<file path="config.mk">
export PLATFORM = sky130hd
export DESIGN_NAME = fir_mac_sequencer
export DESIGN_NICKNAME = d
export VERILOG_FILES = /design/src/rtl/fir_mac_sequencer.sv
export SDC_FILE = /design/constraint.sdc
export NUM_CORES = 1
export LEC_CHECK = 0
export ABC_AREA = 1
export BUFFER_PORTS_ARGS = -buffer_cell sky130_fd_sc_hd__clkbuf_2
export CAP_MARGIN = 15
export CORE_AREA = 2 2 66 68
export DETAILED_ROUTE_END_ITERATION = 6
export DIE_AREA = 0 0 68 70
export PLACE_DENSITY = 0.62
export SYNTH_ARGS = -nofsm -noshare
export SYNTH_HDL_FRONTEND = slang
export SYNTH_SLANG_ARGS = --single-unit
</file>
<file path="constraint.sdc">
create_clock -name clk_in -period 1.5 [get_ports clk_in]
set_input_delay 0.225 -clock clk_in [delete_from_list [all_inputs] [get_ports clk_in]]
set_output_delay 0.225 -clock clk_in [all_outputs]
set_load 0.02 [all_outputs]
</file>
<file path="src/rtl/fir_mac_sequencer.sv">
// fir_mac_sequencer: address/control sequencer that steps a shared MAC through an N-tap FIR per sample.
module fir_mac_sequencer #(
    parameter int ADDR_W      = 5,
    parameter int MAC_LATENCY = 2
) (
    input  logic              clk_in,
    input  logic              rst_in,
    input  logic              sample_valid_in,
    output logic              ready_out,
    output logic              wr_en_out,
    output logic [ADDR_W-1:0] wr_addr_out,
    output logic [ADDR_W-1:0] rd_addr_out,
    output logic [ADDR_W-1:0] coef_addr_out,
    output logic              mac_valid_out,
    output logic              mac_first_out,
    output logic              data_ready_out,
    output logic              overrun_out,
    output logic              busy_out
);
    typedef enum logic [1:0] {IDLE, WRITE, MAC, DRAIN} state_t;
    localparam logic [3:0] LAST_DRAIN = 4'(MAC_LATENCY - 1);

    state_t            r_state;
    logic [ADDR_W-1:0] r_head, r_k, r_wr_addr, r_rd_addr, r_coef_addr;
    logic [3:0]        r_cnt;
    logic              r_ready, r_wr_en, r_mac_valid, r_mac_first, r_data_ready, r_overrun, r_busy;

    // Outputs are computed one edge ahead so each register holds the value for the state being entered.
    always_ff @(posedge clk_in or negedge rst_in) begin
        if (!rst_in) begin
            r_state      <= IDLE;
            r_head       <= '0;
            r_k          <= '0;
            r_cnt        <= '0;
            r_wr_addr    <= '0;
            r_rd_addr    <= '0;
            r_coef_addr  <= '0;
            r_ready      <= 1'b1;
            r_wr_en      <= 1'b0;
            r_mac_valid  <= 1'b0;
            r_mac_first  <= 1'b0;
            r_data_ready <= 1'b0;
            r_overrun    <= 1'b0;
            r_busy       <= 1'b0;
        end else begin
            if (sample_valid_in && r_state != IDLE) r_overrun <= 1'b1;
            case (r_state)
                IDLE: if (sample_valid_in) begin
                    r_state   <= WRITE;
                    r_ready   <= 1'b0;
                    r_busy    <= 1'b1;
                    r_wr_en   <= 1'b1;
                    r_wr_addr <= r_head;
                end
                WRITE: begin
                    r_state     <= MAC;
                    r_wr_en     <= 1'b0;
                    r_k         <= '0;
                    r_mac_valid <= 1'b1;
                    r_mac_first <= 1'b1;
                    r_coef_addr <= '0;
                    r_rd_addr   <= r_head;
                end
                MAC: begin
                    r_mac_first <= 1'b0;
                    if (&r_k) begin
                        r_state      <= DRAIN;
                        r_mac_valid  <= 1'b0;
                        r_cnt        <= '0;
                        r_data_ready <= (LAST_DRAIN == '0);
                    end else begin
                        r_k         <= r_k + 1'b1;
                        r_coef_addr <= r_k + 1'b1;
                        r_rd_addr   <= r_head - r_k - 1'b1;
                    end
                end
                DRAIN: if (r_data_ready) begin
                    r_state      <= IDLE;
                    r_data_ready <= 1'b0;
                    r_ready      <= 1'b1;
                    r_busy       <= 1'b0;
                    r_head       <= r_head + 1'b1;
                end else begin
                    r_cnt        <= r_cnt + 1'b1;
                    r_data_ready <= (r_cnt + 1'b1 == LAST_DRAIN);
                end
                default: r_state <= IDLE;
            endcase
        end
    end

    assign ready_out      = r_ready;
    assign wr_en_out      = r_wr_en;
    assign wr_addr_out    = r_wr_addr;
    assign rd_addr_out    = r_rd_addr;
    assign coef_addr_out  = r_coef_addr;
    assign mac_valid_out  = r_mac_valid;
    assign mac_first_out  = r_mac_first;
    assign data_ready_out = r_data_ready;
    assign overrun_out    = r_overrun;
    assign busy_out       = r_busy;
endmodule

</file>
# Word-level counts from Yosys, hierarchy flattened
# Cells that the tools add are included.
# word_totals
out_inout_bits	22
input_bits	3
word_cells	67
register_bits	33
# op_classes
n_addsub	5
muxes	23
eq_ne	9
reduce_logical	17
# op_table
cell	count
5-bit one-hot mux with 2 select lines	2
1-bit one-hot mux with 2 select lines	6
2-bit AND reduction	6
5-bit by 1-bit adder with 5-bit output, second input constant	2
5-bit 2-to-1 mux	2
2-bit != test, second input constant	5
2-bit nonzero test	5
3-bit AND reduction	3
4-bit 2-to-1 mux	2
2-bit one-hot mux with 4 select lines	1
4-bit one-hot mux with 2 select lines	1
1-bit 2-to-1 mux	6
2-bit 2-to-1 mux	3
5-bit AND reduction	1
5-bit by 1-bit subtractor with 5-bit output, second input constant	1
5-bit subtractor	1
4-bit by 1-bit adder with 4-bit output, second input constant	1
2-bit equality test, second input constant	2
4-bit by 1-bit equality test with 1-bit output, second input constant	1
2-bit by 1-bit equality test with 1-bit output, second input constant	1
2-bit zero test	1
1-bit logical AND	1

# Logic depth before layout (Yosys ltp)
# Gate-level depths: netlist of run 1.
# logic_depth
ltp_word	4
ltp_mapped	12
ltp_nobuf	12

# Least setup slack after synthesis of run 1
# OpenSTA, ideal clock, no wires.
# synth_timing
kind	register -> register
startpoint	register coef_addr_out[0] (netlist name)
endpoint	register r_rd_addr[4], in the netlist rd_addr_out[4]
path_buffers	0
setup_slack_ps	-212
period_less_slack_ps	1712
stages_incl_launch_ff	12
t_arrival_ps	1595
required_ps	1384
setup_time_ps	116
path_cell_list	dfrtp_1 -> inv_1 -> ha_1 -> fa_1 -> nand2_1 -> nand2_1 -> nand3_1 -> nand2_1 -> nand2_1 -> nand2_1 -> nand2_1 -> nand2_1
# synth_lines
item	line	source
to (signal assigned)	62	r_rd_addr <= r_head;
to (signal assigned)	74	r_rd_addr <= r_head - r_k - 1'b1;
to (decl)	24	logic [ADDR_W-1:0] r_head, r_k, r_wr_addr, r_rd_addr, r_coef_addr;

==> metrics.txt, run 1 <==
GP Congestion=approximately 0.86; PwrDens=2100 mW/mm²; antenna violations before repair=0; clk sinks=33; Final WS setup=-0.05263 ns; Setup CP Type=reg2reg; maxcap violations=0; layout cells sized above 1=between 30% and 40%; Top FF cell, synth=dfrtp_1; status=finished, violations left; design area=~0.0023 mm²; dpl ws=-0.08343 ns; Die Area=roughly 0.0048 mm²; worst reg2reg path depth=10; unrepaired setup endpoints after global routing=true; CP Launch Point=coef_addr_out[0]; Pwr Total=4.863 mW; fin. max-slew vios=0; CTS Root Buffer Type=clkbuf_8; Peak Freq=between 600 and 700 MHz; largest net degree at the start of global routing=15; Max FO, Critical Path=7; worst r2r src=coef_addr_out[0]; vias in the first global route=roughly 1400; Final setup viols=5; DRT Pass-1 Iters=6; Met3 Routed Length=159 µm; worst-margin pin slew=0.3159 ns; FF-to-FF setup slack=-0.05 ns; Unique masters post-synth=29; Max VDD drop=1.043 mV; Synthesized Nets=~220; Worst EP required=1.67 ns; layout net count=264; Worst Clk Skew=just under 0.003 ns; worst r2r dst=coef_addr_out[3]; first-pass GRT wire length=6306 µm; die width=68 µm; overflow left after global routing=0; failing checks=negative setup slack; Area growth syn-to-layout=31.93%; Worst Path Arrival=1.72 ns; ANT cells=0; Synth Register Bits=33; startpoint types=flop; routed length on met2=~1800 µm; EDFF count, synth=0; HP Class=in2reg; uppermost routed layer=met4; Bufs on Longest Clock Path=2; Post-Synthesis Cells=197; synthesized cell area=0.001755 mm²; CTS tree=done; CP endpoint=coef_addr_out[3]; M1 wire length=1779 µm; Final Cycle Share=103.5%; Via density=4.776; core area=0.004144 mm²; Slew headroom=slightly below 80%; most common cell after layout, fill and taps aside=nand2_1; GRT Util Overall=roughly 18%; Filler cells=386; number of port buffers=24; number of CTS-inserted buffers=5; setup TNS=-0.1172 ns; H-tree depth=2; post-route ant nets=0; Mapped Avg Cell Area=8.911 µm²; Placed Area=0.002046 mm²; via count=1428; final worst path period need=roughly 1.6 ns; drc violations=0; drt wl/cell=around 13 µm; hold path start=sample_valid_in; crit end category=flop; aggregate routed wire length=3790 µm; Ports=25; DP Wirelength=2639 µm; final hold vios=0; sequential share of the synthesized area=47.11%; Starting DRT DRC Count=80; most frequent cells in the layout=nand2_1, dfrtp_1, clkbuf_2; Starting Density=42.36%; Reg clk slew, reported paths=0.07 ns; worst skew pair latency=~0.29 ns; yosys warns=0; leakage power=roughly 1.1 nW; row cnt=24; Die H=around 70 µm; asr flop ratio synth=100.0%
flip-flops by register name (all words and copies together), names as in the netlist, 2 cells and up:
| register | flops |
|---|---|
| coef_addr_out | 5 |
| r_head | 5 |
| rd_addr_out | 5 |
| wr_addr_out | 5 |
| r_cnt | 4 |
| r_state | 2 |
Yosys cell counts, types with 2 or more instances:
master	count	share of area, %
inv_1	27	5.8
or2_1	2	0.71
ha_1	14	10
nand2_1	44	9.4
nand2_2	3	1.1
xor2_1	6	3.0
dfrtp_1	32	46
o21ai_1	3	0.86
nand2_4	2	1.3
a31oi_1	2	0.71
nor3_1	2	0.57
o21ai_0	21	6.0
a21oi_1	8	2.3
nand3_1	7	2.0
nor2_1	10	2.1
cell type report:
type	count	area [µm²]	share of cell area [%]
clock buffers	5	68.82	2.971
clock inverters	3	17.52	0.7563
inverters	29	118.9	5.132
multi-input cells	134	934.6	40.36
flip-flops and latches	33	829.5	35.82
well taps	52	65.06	2.809
repair buffers	43	281.5	12.16
power by group:
part	internal, mW	switching [mW]
sequential	1.18	0.210
combinational	1.15	1.65
clock	0.320	0.347
metrics by stage:
| stage | instances | hold slack [ns] | util, % |
|---|---|---|---|
| after floorplan | 197 | -0.07059 | - |
| after global placement | 284 | 0.1291 | 49.37 |
| after detailed placement | 284 | 0.1280 | 49.37 |
| after CTS | 295 | 0.1645 | 53.50 |
| after global routing | 299 | 0.1907 | 55.89 |
| final | 299 | 0.1930 | 55.89 |
timing repair:
action,in CTS,in global routing
pin swaps,11,7
endpoints found under the hold margin,10,0
endpoints found under the setup margin,17,22
hold buffers,1,0
buffers inserted,2,3
cloned,0,1
resized for setup,20,21
worst min path at each step:
stage,endpoint,slack (ns),cells after the start
2_1_floorplan,busy_out,-0.07,0
4_1_cts,overrun_out,0.16,2
3_3_place_gp,coef_addr_out[2],0.13,1
5_1_grt,overrun_out,0.19,2
6_report,overrun_out,0.19,2
3_5_place_dp,coef_addr_out[2],0.13,1
kinds of logic (layout without fill, tap and decap cells):
family / count (synthesis) / count (layout) / share of synthesized area, %
simple gates: 74 / 75 / 19.67
compound gates: 37 / 37 / 11.26
flops: 33 / 33 / 47.11
buf+inv: 31 / 80 / 7.341
fa+ha+maj: 15 / 15 / 11.12
xor+xnor: 7 / 7 / 3.493
per-layer routing:
layer  global-route usage, %  up-vias
met5                       0        -
met4                   8.222        0
met3                   5.636        7
met2                   27.51       30
met1                   22.47      667
li1                        -      724
worst max-delay path, cell delays in order, from the launching register on:
cell,delay (ns)
dfrtp_2,0.44
ha_4,0.17
inv_2,0.05
nor3_2,0.03
ha_2,0.19
inv_2,0.09
nand2_8,0.11
nand2_8,0.12
nand2_2,0.06
o21ai_2,0.11
a21oi_1,0.05
Note: power is estimated with default switching activity, not from simulation.
==> run 2, diff against run 1 <==
==> constraint.sdc (replaced) <==
create_clock -name clk_in -period 1.5 [get_ports clk_in]
set_input_delay 0.225 -clock clk_in [delete_from_list [all_inputs] [get_ports clk_in]]
set_output_delay 0.225 -clock clk_in [all_outputs]
set_load 0.01 [all_outputs]
==> metrics.txt, run 2 (same netlist as run 1, synthesis figures left out) <==
GP Congestion=0.8829 (+2.2%); number of port buffers=24 (unchanged); Bufs on Longest Clock Path=2 (unchanged); Reg clk slew, reported paths=0.08 ns (about the same); hold path cells=2 (unchanged); unrepaired setup endpoints after global routing=true; design area=0.002311 mm² (-0.22%); failing checks=negative setup slack; Max VDD drop=0.9668 mV (-7.3%); final worst path period need=1.593 ns (+0.04035 ns); Worst Path Arrival=1.82 ns (+0.10 ns); CTS tree=done; worst r2r src=coef_addr_out[0]; Placed Area=0.002046 mm² (unchanged); Slew headroom=71.93% (-7.0 points); leakage power=1.122 nW (+0.53%); Util after Layout=55.77% (-0.12 points); number of CTS-inserted buffers=5 (unchanged); aggregate routed wire length=3720 µm (-1.8%); worst reg2reg path depth=9 (-1); hold path start=sample_valid_in; dpl ws=-0.09750 ns (-0.01407 ns); crit path buf inv count=3 (+1); layout cells sized above 1=36.33% (-0.92 points); post-route ant nets=0 (unchanged); Area growth syn-to-layout=31.65%; GRT Util Overall=17.39% (-0.47 points); row cnt=24 (unchanged); setup TNS=-0.9208 ns (-0.8037 ns); first-pass GRT wire length=6120 µm (-2.9%); ANT cells=0 (unchanged); Final Cycle Share=106.2% (+2.7 points); Via density=4.808 (+0.67%); Die Area=0.004760 mm² (unchanged); via count=1428 (unchanged); Peak Freq=627.8 MHz (-2.5%); Starting DRT DRC Count=62 (-23%); PwrDens=2060 mW/mm² (-1.9%); Die H=70 µm (unchanged); clk sinks=33 (unchanged); DP Wirelength=2694 µm (+2.1%); antenna violations before repair=0 (unchanged); Top delay family on crit path=adder cells; largest stage delay on the critical path=0.39 ns (-0.05 ns); Ports=25 (unchanged); die width=68 µm (unchanged); CP cell instances=ha_2 > inv_2 > nor3_2 > ha_2 > inv_2 > nand2_8 > buf_6 > nand2_4 > a31oi_4; worst skew pair latency=0.30 ns (about the same); crit end category=flop; fin. max-slew vios=0 (unchanged); drc violations=0 (unchanged); layout net count=262 (-0.76%); Slowest cell on crit path=dfrtp_1; Max FO, Critical Path=6 (-1); HP Class=in2reg; vias in the first global route=1336 (-5.8%); DRT Pass-1 Iters=4 (-2); worst-margin pin slew=0.4211 ns (+0.1051 ns); Worst EP required=1.73 ns (+0.06 ns); startpoint types=flop; largest net degree at the start of global routing=19 (+4); status=finished, violations left; Final WS setup=-0.09298 ns (-0.04035 ns); maxcap violations=0 (unchanged); FF-to-FF setup slack=-0.09 ns (-0.04 ns); most common cell after layout, fill and taps aside=nand2_1; Setup CP Type=reg2reg; CTS Root Buffer Type=clkbuf_8; Worst Hold End=overrun_out; H-tree depth=2 (unchanged); core area=0.004144 mm² (unchanged); final hold vios=0 (unchanged); overflow left after global routing=0 (unchanged); Starting Density=42.36% (unchanged); Final setup viols=17 (+12); most frequent cells in the layout=nand2_1, dfrtp_1, inv_1, clkbuf_2, buf_4; drt wl/cell=12.53 µm (-1.2%); worst r2r dst=rd_addr_out[1]; Worst Clk Skew=0.01248 ns (+0.009519 ns)
## run 2: cell count changes in the layout (fill, tap and decap cells not counted), sizes merged
cell	change
buf	-2
## run 2: worst max-delay path by stage
stage / from / endpoint / slack (ns) / cells after the start
after floorplan: coef_addr_out[0] / rd_addr_out[4] / -0.05 / 11
after global placement: coef_addr_out[0] / rd_addr_out[4] / -0.04 / 11
after detailed placement: coef_addr_out[0] / rd_addr_out[4] / -0.1 / 11
after CTS: coef_addr_out[0] / rd_addr_out[4] / -0.09 / 11
after global routing: coef_addr_out[0] / r_state[0] / -0.22 / 10
final: coef_addr_out[0] / rd_addr_out[1] / -0.09 / 9
## run 2: layer usage
layer,vias up,share of wire (%),GRT usage (%),wire length (µm)
met4,0,2.8,6.667,104
met2,37,47,27.08,1739
met5,-,0,0,0
met3,10,5.5,5.797,206
met1,654,45,22.00,1670
li1,727,-,-,-
## run 2: what timing repair did
item	4_1_cts	5_1_grt
cloned	1	0
endpoints found under the hold margin	15	0
setup buffers	1	3
hold buffers	1	0
resized for setup	7	38
setup endpoints to repair	14	18
pin swaps	8	13
## run 2: final cells by class
cell class / count / area (µm²)
fill: 376 / 1833
tap: 52 / 65.06
multi-input combinational: 134 / 934.6
inverter: 29 / 118.9
clock inverter: 3 / 17.52
clock buffer: 5 / 68.82
sequential: 33 / 827.0
timing repair buffer: 41 / 279.0
## run 2: power breakdown
| group | switching, mW | leakage (nW) | total, mW | internal [mW] |
|---|---|---|---|---|
| registers | 0.199 | 0.412 | 1.38 | 1.18 |
| clock network | 0.359 | 0.0439 | 0.680 | 0.320 |
| logic | 1.55 | 0.666 | 2.70 | 1.15 |
## run 2: metrics by stage
stage / hold slack [ns] / std cells / power (mW)
floorplan: -0.07059 / 197 / 2.818
global placement: 0.1847 / 283 / 3.509
detailed placement: 0.1833 / 283 / 3.553
CTS: 0.1743 / 294 / 4.337
global route: 0.1805 / 297 / 5.180
finish: 0.1827 / 297 / 4.761
==> run 3, diff against run 2 <==
--- a/config.mk
+++ b/config.mk
@@ -9,9 +9,11 @@
 export BUFFER_PORTS_ARGS = -buffer_cell sky130_fd_sc_hd__clkbuf_2
 export CAP_MARGIN = 15
 export CORE_AREA = 2 2 66 68
+export CTS_BUF_LIST = sky130_fd_sc_hd__clkbuf_4 sky130_fd_sc_hd__clkbuf_8
 export DETAILED_ROUTE_END_ITERATION = 6
 export DIE_AREA = 0 0 68 70
-export PLACE_DENSITY = 0.62
+export GPL_ROUTABILITY_DRIVEN = 0
+export PLACE_DENSITY = 0.59
 export SYNTH_ARGS = -nofsm -noshare
 export SYNTH_HDL_FRONTEND = slang
 export SYNTH_SLANG_ARGS = --single-unit
==> constraint.sdc (replaced) <==
create_clock -name clk_in -period 1.51 [get_ports clk_in]
set_input_delay 0.2265 -clock clk_in [delete_from_list [all_inputs] [get_ports clk_in]]
set_output_delay 0.2265 -clock clk_in [all_outputs]
set_load 0.01 [all_outputs]
==> metrics.txt, run 3 (same netlist as run 1, synthesis figures left out) <==
DP Wirelength=2723 µm (+1.1%); aggregate routed wire length=3913 µm (+5.2%); Via density=4.893 (+1.8%); Setup CP Type=reg2reg; largest net degree at the start of global routing=19 (unchanged); Gate power share=52.9% (-3.9 points); Reg clk slew, reported paths=0.07 ns (about the same); Worst Path Arrival=1.78 ns (-0.04 ns); PwrDens=2128 mW/mm² (+3.3%); worst-margin pin slew=0.4634 ns (+0.04233 ns); Filler cells=370 (-1.6%); final hold vios=0 (unchanged); crit end category=flop; startpoint types=flop; Die Area=0.004760 mm² (unchanged); dpl ws=-0.09276 ns (+0.004742 ns); Max VDD drop=1.267 mV (+31%); post-route ant nets=0 (unchanged); clk sinks=33 (unchanged); Slew headroom=69.11% (-2.8 points); failing checks=negative setup slack; Starting Density=42.36% (unchanged); fin. max-slew vios=0 (unchanged); Final Cycle Share=101.7% (-4.5 points); Bufs on Longest Clock Path=2 (unchanged); P_int=2.988 mW (+13%); sequential fraction of design power=27.0% (-2.0 points); Final setup viols=6 (-11); Starting DRT DRC Count=63 (+1.6%); unrepaired setup endpoints after global routing=true; layout cells sized above 1=36.29% (about the same); final worst path period need=1.535 ns (-0.05750 ns); ANT cells=0 (unchanged); Pwr Total=5.067 mW (+6.4%); H-tree depth=2 (unchanged); number of port buffers=24 (unchanged); maxcap violations=0 (unchanged); most common cell after layout, fill and taps aside=nand2_1; drt wl/cell=13.04 µm (+4.1%); row cnt=24 (unchanged); Sw Ratio=41.03% (-3.3 points); antenna violations before repair=0 (unchanged); Peak Freq=651.3 MHz (+3.7%); Final WS setup=-0.02548 ns (+0.06750 ns); worst skew pair latency=0.30 ns (about the same); GRT Util Overall=18.08% (+0.70 points); CTS Root Buffer Type=clkbuf_8; leakage power=1.161 nW (+3.5%); number of CTS-inserted buffers=5 (unchanged); status=finished, violations left; DRT Pass-1 Iters=4 (unchanged); Psw=2.079 mW (-1.5%); most frequent cells in the layout=nand2_1, dfrtp_1, clkbuf_2; overflow left after global routing=0 (unchanged); HP Class=in2reg; via count=1468 (+2.8%); first-pass GRT wire length=6327 µm (+3.4%); Ports=25 (unchanged); CTS tree=done; die width=68 µm (unchanged); Die H=70 µm (unchanged); core area=0.004144 mm² (unchanged); layout net count=265 (+1.1%); drc violations=0 (unchanged); Area growth syn-to-layout=35.64%; vias in the first global route=1410 (+5.5%); Worst EP required=1.75 ns (+0.02 ns); clock share of power=20.0% (+5.7 points); Max FO, Critical Path=2 (-4); Worst Clk Skew=0.006536 ns (-0.005947 ns)
## run 3: cell count changes in the layout (fill, tap and decap cells not counted), moves of 3 or more
cell / delta
nor2_1: +3
o21ai_2: -4
nand3_2: +3
o21ai_1: +3
nor2_2: -4
nand3_1: -3
## run 3: cell type report
class                      count  area [µm²]  area share [%]
sequential                    33       827.0           34.73
clock inverter                 3       65.06           2.733
tap                           52       65.06           2.733
clock buffer                   5       68.82           2.890
multi-input combinational    134       925.9           38.89
timing repair buffer          44       309.0           12.98
inverter                      29       120.1           5.045
## run 3: final timing paths
| kind | start | to | slack (ns) | depth (start not counted) |
|---|---|---|---|---|
| worst max-delay path | coef_addr_out[1] | rd_addr_out[4] | -0.03 | 12 |
| worst min-delay path | sample_valid_in | overrun_out | 0.19 | 2 |
| worst max register to register | coef_addr_out[1] | rd_addr_out[4] | -0.03 | 12 |
| worst min register to register | overrun_out | overrun_out | 0.47 | 1 |
| max in group asynchronous | rst_in | ready_out | 0.56 | 3 |
| min in group asynchronous | rst_in | coef_addr_out[3] | 0.40 | 2 |
## run 3: per-stage QoR
step | util (%) | hold slack, ns | instance area (µm²) | TNS, ns | cells
final | 57.46 | 0.1897 | 2381 | -0.05966 | 300
after global placement | 49.37 | 0.1880 | 2046 | -0.03614 | 283
after floorplan | - | -0.06909 | 1760 | -0.09711 | 197
after global routing | 57.46 | 0.2031 | 2381 | -1.267 | 300
after CTS | 54.98 | 0.1736 | 2278 | -0.3959 | 296
after detailed placement | 49.37 | 0.1922 | 2046 | -0.7311 | 283
## run 3: critical path, cell delays in order, from the launching register on
cell        delay (ns)
dfrtp_1           0.38
buf_6             0.12
clkinvlp_4        0.09
fa_2              0.43
nand2_2           0.08
nand2_2           0.06
nand2_1           0.05
nand2_1           0.04
nand2_1           0.05
nand2_1           0.04
nand2_1           0.05
nand2_1           0.04
nand2_1           0.05
## run 3: power by group through the flow
stage                     registers (mW)  logic (mW)  clock network, mW
after floorplan                     1.45        1.35                  0
after global placement              1.36        2.13                  0
after detailed placement            1.37        2.17                  0
after CTS                           1.35        2.45               1.03
after global routing                1.40        3.00               1.08
final                               1.37        2.68               1.02
## run 3: layer usage
metal	routed length [µm]	share of wire (%)	global-route usage [%]	vias to the layer above
met2	1897	48	29.45	31
li1	-	-	-	730
met5	0	0	0	-
met3	165	4.2	5.314	9
met4	90	2.3	7.111	0
met1	1759	45	22.03	698
## run 3: repair_timing
| action | 4_1_cts | 5_1_grt |
|---|---|---|
| endpoints found under the setup margin | 15 | 25 |
| hold endpoints to repair | 15 | 0 |
| gates resized for setup | 23 | 20 |
| pin swaps | 9 | 15 |
| buffers inserted | 3 | 4 |
| gates cloned | 1 | 0 |
| hold buffers | 1 | 0 |
